## src/rtl/idct_block_collector.sv

```systemverilog
// idct_block_collector: captures 8x8 idct output blocks into a ping-pong
// pixel buffer and streams them out in capture order over valid/ready.
//
// Ports:
//   clk, reset_n            clock, async active-low reset
//   done, din               idct output strobe and sample
//   pix_out, pix_valid      pixel stream out
//   pix_ready               downstream accept
//   blk_start               marks pixel 0 of each block
//   blk_count               fully drained blocks (16-bit, wraps)
//   overflow, short_blk     sticky error flags
//
// Options: define IDCT_PIX_SAT_EN to clamp out-of-range samples
// instead of truncating them.
module idct_block_collector #(
  parameter int DIN_W = 32,
  parameter int LSB   = 13,
  parameter int PIX_W = 8,
  parameter int BLK   = 64
) (
  input  logic             clk,
  input  logic             reset_n,
  input  logic             done,
  input  logic [DIN_W-1:0] din,
  output logic [PIX_W-1:0] pix_out,
  output logic             pix_valid,
  input  logic             pix_ready,
  output logic             blk_start,
  output logic [15:0]      blk_count,
  output logic             overflow,
  output logic             short_blk
);

  // BLK is a power of two so {bank, idx} forms the buffer address.
  localparam int IW = $clog2(BLK);
  localparam int AW = IW + 1;

  typedef enum logic [1:0] {
    C_IDLE, C_FILL, C_WAIT, C_DROP
  } cap_t;

  typedef enum logic {
    R_IDLE, R_STREAM
  } rd_t;

  cap_t cstate;
  rd_t  rstate;

  logic          wr_bank;
  logic          rd_bank;
  logic [1:0]    full;
  logic [IW-1:0] cap_cnt;
  logic [IW-1:0] rd_idx;
  logic [IW-1:0] rd_nxt;

  logic [PIX_W-1:0] mem [2*BLK];
  logic [PIX_W-1:0] pix_in;

  logic          wr_en;
  logic [AW-1:0] wr_addr;
  logic          cap_last;
  logic          rd_last;
  logic          rd_done;
  logic [1:0]    fill_set;
  logic [1:0]    fill_clr;

  // Low fraction bits are never used; the parity keeps them tied off.
  logic unused_din;
  assign unused_din = ^din;

  function automatic logic [PIX_W-1:0] to_pix(
    input logic [DIN_W-1:0] d
  );
`ifdef IDCT_PIX_SAT_EN
    logic [DIN_W-1:0] hi;
    hi = d >> (LSB + PIX_W);
    if (d[DIN_W-1])
      to_pix = '0;
    else if (|hi)
      to_pix = '1;
    else
      to_pix = d[LSB+PIX_W-1:LSB];
`else
    to_pix = d[LSB+PIX_W-1:LSB];
`endif
  endfunction

  assign pix_in = to_pix(din);
  assign rd_nxt = rd_idx + 1'b1;
  assign rd_last = (rd_idx == IW'(BLK - 1));
  assign rd_done = (rstate == R_STREAM) && pix_ready && rd_last;

  always_comb begin
    wr_en    = 1'b0;
    wr_addr  = {wr_bank, {IW{1'b0}}};
    cap_last = 1'b0;
    unique case (1'b1)
      (cstate == C_IDLE): begin
        wr_en = done && !full[wr_bank];
      end
      (cstate == C_FILL): begin
        wr_en    = done;
        wr_addr  = {wr_bank, cap_cnt};
        cap_last = done && (cap_cnt == IW'(BLK - 1));
      end
      default: ;
    endcase
  end

  always_comb begin
    fill_set = 2'b00;
    fill_clr = 2'b00;
    if (cap_last)
      fill_set[wr_bank] = 1'b1;
    if (rd_done)
      fill_clr[rd_bank] = 1'b1;
  end

  always_ff @(posedge clk) begin
    if (wr_en)
      mem[wr_addr] <= pix_in;
  end

  // Capture side. A bank freed this cycle shows as full until next
  // cycle, so a capture starting now against it is dropped.
  always_ff @(posedge clk or negedge reset_n) begin
    if (!reset_n) begin
      cstate    <= C_IDLE;
      wr_bank   <= 1'b0;
      cap_cnt   <= '0;
      full      <= 2'b00;
      overflow  <= 1'b0;
      short_blk <= 1'b0;
    end else begin
      full <= (full | fill_set) & ~fill_clr;
      unique case (cstate)
        C_IDLE: begin
          if (done) begin
            if (!full[wr_bank]) begin
              cap_cnt <= IW'(1);
              cstate  <= C_FILL;
            end else begin
              overflow <= 1'b1;
              cstate   <= C_DROP;
            end
          end
        end
        C_FILL: begin
          if (!done) begin
            short_blk <= 1'b1;
            cap_cnt   <= '0;
            cstate    <= C_IDLE;
          end else if (cap_last) begin
            wr_bank <= ~wr_bank;
            cap_cnt <= '0;
            cstate  <= C_WAIT;
          end else begin
            cap_cnt <= cap_cnt + 1'b1;
          end
        end
        C_WAIT, C_DROP: begin
          if (!done)
            cstate <= C_IDLE;
        end
      endcase
    end
  end

  // Read side. pix_out is loaded one step ahead so it is registered
  // and stays put while the consumer stalls.
  always_ff @(posedge clk or negedge reset_n) begin
    if (!reset_n) begin
      rstate    <= R_IDLE;
      rd_bank   <= 1'b0;
      rd_idx    <= '0;
      pix_out   <= '0;
      pix_valid <= 1'b0;
      blk_start <= 1'b0;
      blk_count <= '0;
    end else begin
      unique case (rstate)
        R_IDLE: begin
          if (full[rd_bank]) begin
            rstate    <= R_STREAM;
            rd_idx    <= '0;
            pix_out   <= mem[{rd_bank, {IW{1'b0}}}];
            pix_valid <= 1'b1;
            blk_start <= 1'b1;
          end
        end
        R_STREAM: begin
          if (pix_ready) begin
            if (rd_last) begin
              rstate    <= R_IDLE;
              rd_bank   <= ~rd_bank;
              rd_idx    <= '0;
              blk_count <= blk_count + 16'd1;
              pix_out   <= '0;
              pix_valid <= 1'b0;
              blk_start <= 1'b0;
            end else begin
              rd_idx    <= rd_nxt;
              pix_out   <= mem[{rd_bank, rd_nxt}];
              blk_start <= 1'b0;
            end
          end
        end
      endcase
    end
  end

endmodule

```

## config.mk

```make
export PLATFORM = sky130hd
export DESIGN_NAME = idct_block_collector
export DESIGN_NICKNAME = d
export VERILOG_FILES = /design/src/rtl/idct_block_collector.sv
export SDC_FILE = /design/constraint.sdc
export NUM_CORES = 1
export LEC_CHECK = 0
export ABC_AREA = 0
export BUFFER_PORTS_ARGS = -buffer_cell sky130_fd_sc_hd__buf_2
export CAP_MARGIN = 0
export CELL_PAD_IN_SITES_DETAIL_PLACEMENT = 0
export CELL_PAD_IN_SITES_GLOBAL_PLACEMENT = 1
export CORE_ASPECT_RATIO = 0.8
export CORE_MARGIN = 2
export CORE_UTILIZATION = 55
export DETAILED_ROUTE_END_ITERATION = 16
export MAX_ROUTING_LAYER = met4
export PLACE_DENSITY_LB_ADDON = 0.1
export RECOVER_POWER = 100
export SETUP_SLACK_MARGIN = 0.05
export SLEW_MARGIN = 20
export SYNTH_ARGS = -nofsm -noshare
export SYNTH_HDL_FRONTEND = slang
export SYNTH_SLANG_ARGS = --single-unit
export TNS_END_PERCENT = 100
```

## constraint.sdc

```tcl
create_clock -name clk -period 3.7 [get_ports clk]
set_input_delay 0.37 -clock clk [delete_from_list [all_inputs] [get_ports clk]]
set_output_delay 0.37 -clock clk [all_outputs]
set_load 0.01 [all_outputs]
```

==> qor.txt <==
DR iter-0 viols: 2624
Unrepaired setup endpoints after global routing: false
R2R setup slack: 190 ps
Synth Cell Area: 42600 µm²
Clock-pin transition on the worst setup and hold timing paths: 60 ps
Grt ovf: 0
CORE AREA: 76900 µm²
Slew @ Worst Pin: 3130 ps
Fin cells: 3598
Syn. warnings: 0
Max VDD drop: 0.722 mV
Max-slew violation count: 651
Synth unique cells: 64
Postcts setup bufs: 0
DPL Wire Length: 62.2 mm
Crit-path max FO: 18
First-pass GRT wire length: 148 mm
TNS Setup: 0 ps
Cell Count Post-Placement: 3416
Final hold violation count: 0
Initial core utilization: 55.4%
Placement Rows: 91
WP data required: 3990 ps
Hold WC Path Type: register to register
Final Cycle Share: 94.8%
F_max: 285 MHz
Minimum clock period: 3510 ps
Post-synth EDFFs: 1024
Final setup violation count: 0
Root buf cell: clkbuf_16
Post-Syn Area per Cell: 18.4 µm²
Ranking of synthesized cells by area: edfxtp_1 72%, mux4_2 11%, dfrtp_1 2.8%, nand2_1 2.6%, nor2_1 1.7%
Share of the synthesized area in the top cell type: 72.2%
Largest net degree at the start of global routing: 95
Register bit total from synthesis: 1071
Die Wd: 315 µm
Vias: 22156
Clock Path Buffers: 3
TritonCTS Buffers: 100
CTS tree: done
Routed Antenna Nets: 0
Clock H-tree levels: 3
# DRC: 0
WS Path Type: register to register
Layout cells sized above 1: 17.3%
Die area: 79700 µm²
Drt wl/cell: 28.2 µm
Ys async rst share: 4.39%
Die height: 253 µm
Worst Setup Start Kind: register
Post-layout nets: 2537
Number of global-route vias before repair: 21959
Synthesis-to-finish area growth: 11.3%
Pwr dens: 626 nW/µm²
Worst skew pair latency: 670 ps
Worst EP arrival: 3790 ps
Post-synthesis sequential area ratio: 74.9%
Drt first pass iters: 7
All-Layer GR Usage: 26.9%
Max cap viols: 11
Num Clock Sinks: 1071
Initial antenna violation count: 0
Synthesized net count: 2356
Leak: 0.0153 µW
Max-slew headroom: -109%
Area leader, netlist: edfxtp_1
Failing checks: max-capacitance violations, max-slew violations
Routed WL: 102 mm
Synth Flop Type: edfxtp_1
Gpl congestion: 0.877
Diodes inserted: 0
Final Skew: 15.4 ps
Post-synthesis cell count: 2317
CP endpoint kind: register
Status: finished with violations
Vias/cell: 6.16
I/O pin total: 64
Port Buf Inserts: 39
[cells in the final DEF, fill, tap and decap left out, types with 14 or more instances in the layout]
| cell type | count |
|---|---|
| clkinv_1 | 26 |
| dfrtp_1 | 46 |
| mux4_2 | 215 |
| clkbuf_2 | 17 |
| edfxtp_1 | 1024 |
| clkbuf_16 | 105 |
| mux4_1 | 17 |
| a21oi_1 | 17 |
| buf_4 | 48 |
| o22ai_1 | 27 |
| and3_1 | 16 |
| mux2i_1 | 49 |
| nor2_1 | 191 |
| o21ai_0 | 33 |
| nand2_1 | 295 |
| a31oi_1 | 19 |
| xnor2_1 | 14 |
| nand4_1 | 16 |
| clkinv_2 | 19 |
| nand3_1 | 71 |
| clkbuf_1 | 144 |
| nor3_1 | 15 |
[critical path, cell delays in order (launching register included)]
cell and delay (ps):
dfrtp_1 410, nor2b_1 460, nand2_1 300, or2_1 960, nor2_1 990
[cell usage after synthesis, drive strengths merged (3+ instances only)]
cell    instances
a211oi          8
a21oi          17
a221oi          8
a22o            4
a22oi           8
a31oi          19
a41oi           4
and2            8
and3           16
buf           101
clkbuf         28
dfrtp          47
edfxtp       1024
ha              3
inv             5
mux2            3
mux2i          50
mux4          232
nand2         296
nand3          71
nand3b          4
nand4          16
nor2          192
nor2b           7
nor3           15
nor4            5
o21a            3
o21ai          33
o22ai          27
o31ai          11
xnor2          18
xor2            8
[final timing paths]
path	from	end	cells after the start
max in group asynchronous	reset_n	rd_idx[0]	3
min reg2reg	overflow	overflow	1
max	cstate[0]	mem[127][6]	4
min in group asynchronous	reset_n	blk_count[13]	2
min	overflow	overflow	1
max reg2reg	cstate[0]	mem[127][6]	4
[routing by layer]
metal / vias to the layer above / share of wire (%) / global-route usage (%)
met5: - / 0 / -
met4: 0 / 2.3 / 6.45
met3: 147 / 8.7 / 5.09
met2: 912 / 45 / 38.6
met1: 11521 / 44 / 40.3
li1: 9576 / - / -
[where the power goes]
| part | internal (µW) | switching [µW] | leakage, µW |
|---|---|---|---|
| Combinational | 2540 | 3940 | 0.00400 |
| Clock | 5420 | 4300 | 0.00150 |
| Sequential | 13400 | 127 | 0.00982 |
[cell families (layout without fill, tap and decap cells)]
group	after synthesis	after routing	share of synthesized area [%]
buffers and inverters	135	393	1.85
and+or+nand+nor	641	641	6.38
AOI/OAI and AO/OA	156	156	2.45
muxes	285	285	13.7
adders and majority gates	3	3	0.0881
xor gates and xnor gates	26	26	0.649
DFF	1071	1071	74.9
[stage by stage]
stage	hold WS (ps)	area, µm²	utilization [%]	setup slack (ps)	power (µW)
6_report	456	47400	61.7	193	29700
5_1_grt	499	47400	61.7	47.4	30700
3_3_place_gp	439	44800	58.3	284	20200
2_1_floorplan	74.4	42600	-	1300	18000
4_1_cts	152	47900	62.3	299	29900
3_5_place_dp	442	44800	58.3	300	20300
[registers in the layout, indices dropped and copies added (netlist names)]
signal     count
wr_bank        1
cap_cnt        6
full           2
rstate         1
cstate         2
rd_idx         6
rd_bank        1
overflow       1
mem         1024
short_blk      1
blk_start      1
pix_out        8
blk_count     16
pix_valid      1
[area by class of cell]
type                    count  area [µm²]
inverters                   6        22.5
flip-flops and latches   1071       31900
fillers                  5612       29400
clock buffers             124        2700
clock inverters            55         364
multi-input cells        1111        9920
repair buffers            208        1200
well taps                1023        1280
[repair_timing]
item                                   4_1_cts  5_1_grt
hold buffers                                 3        0
resized for setup                            0        0
endpoints found under the hold margin       29        0
No activity file was read; power rests on OpenSTA's default activity.
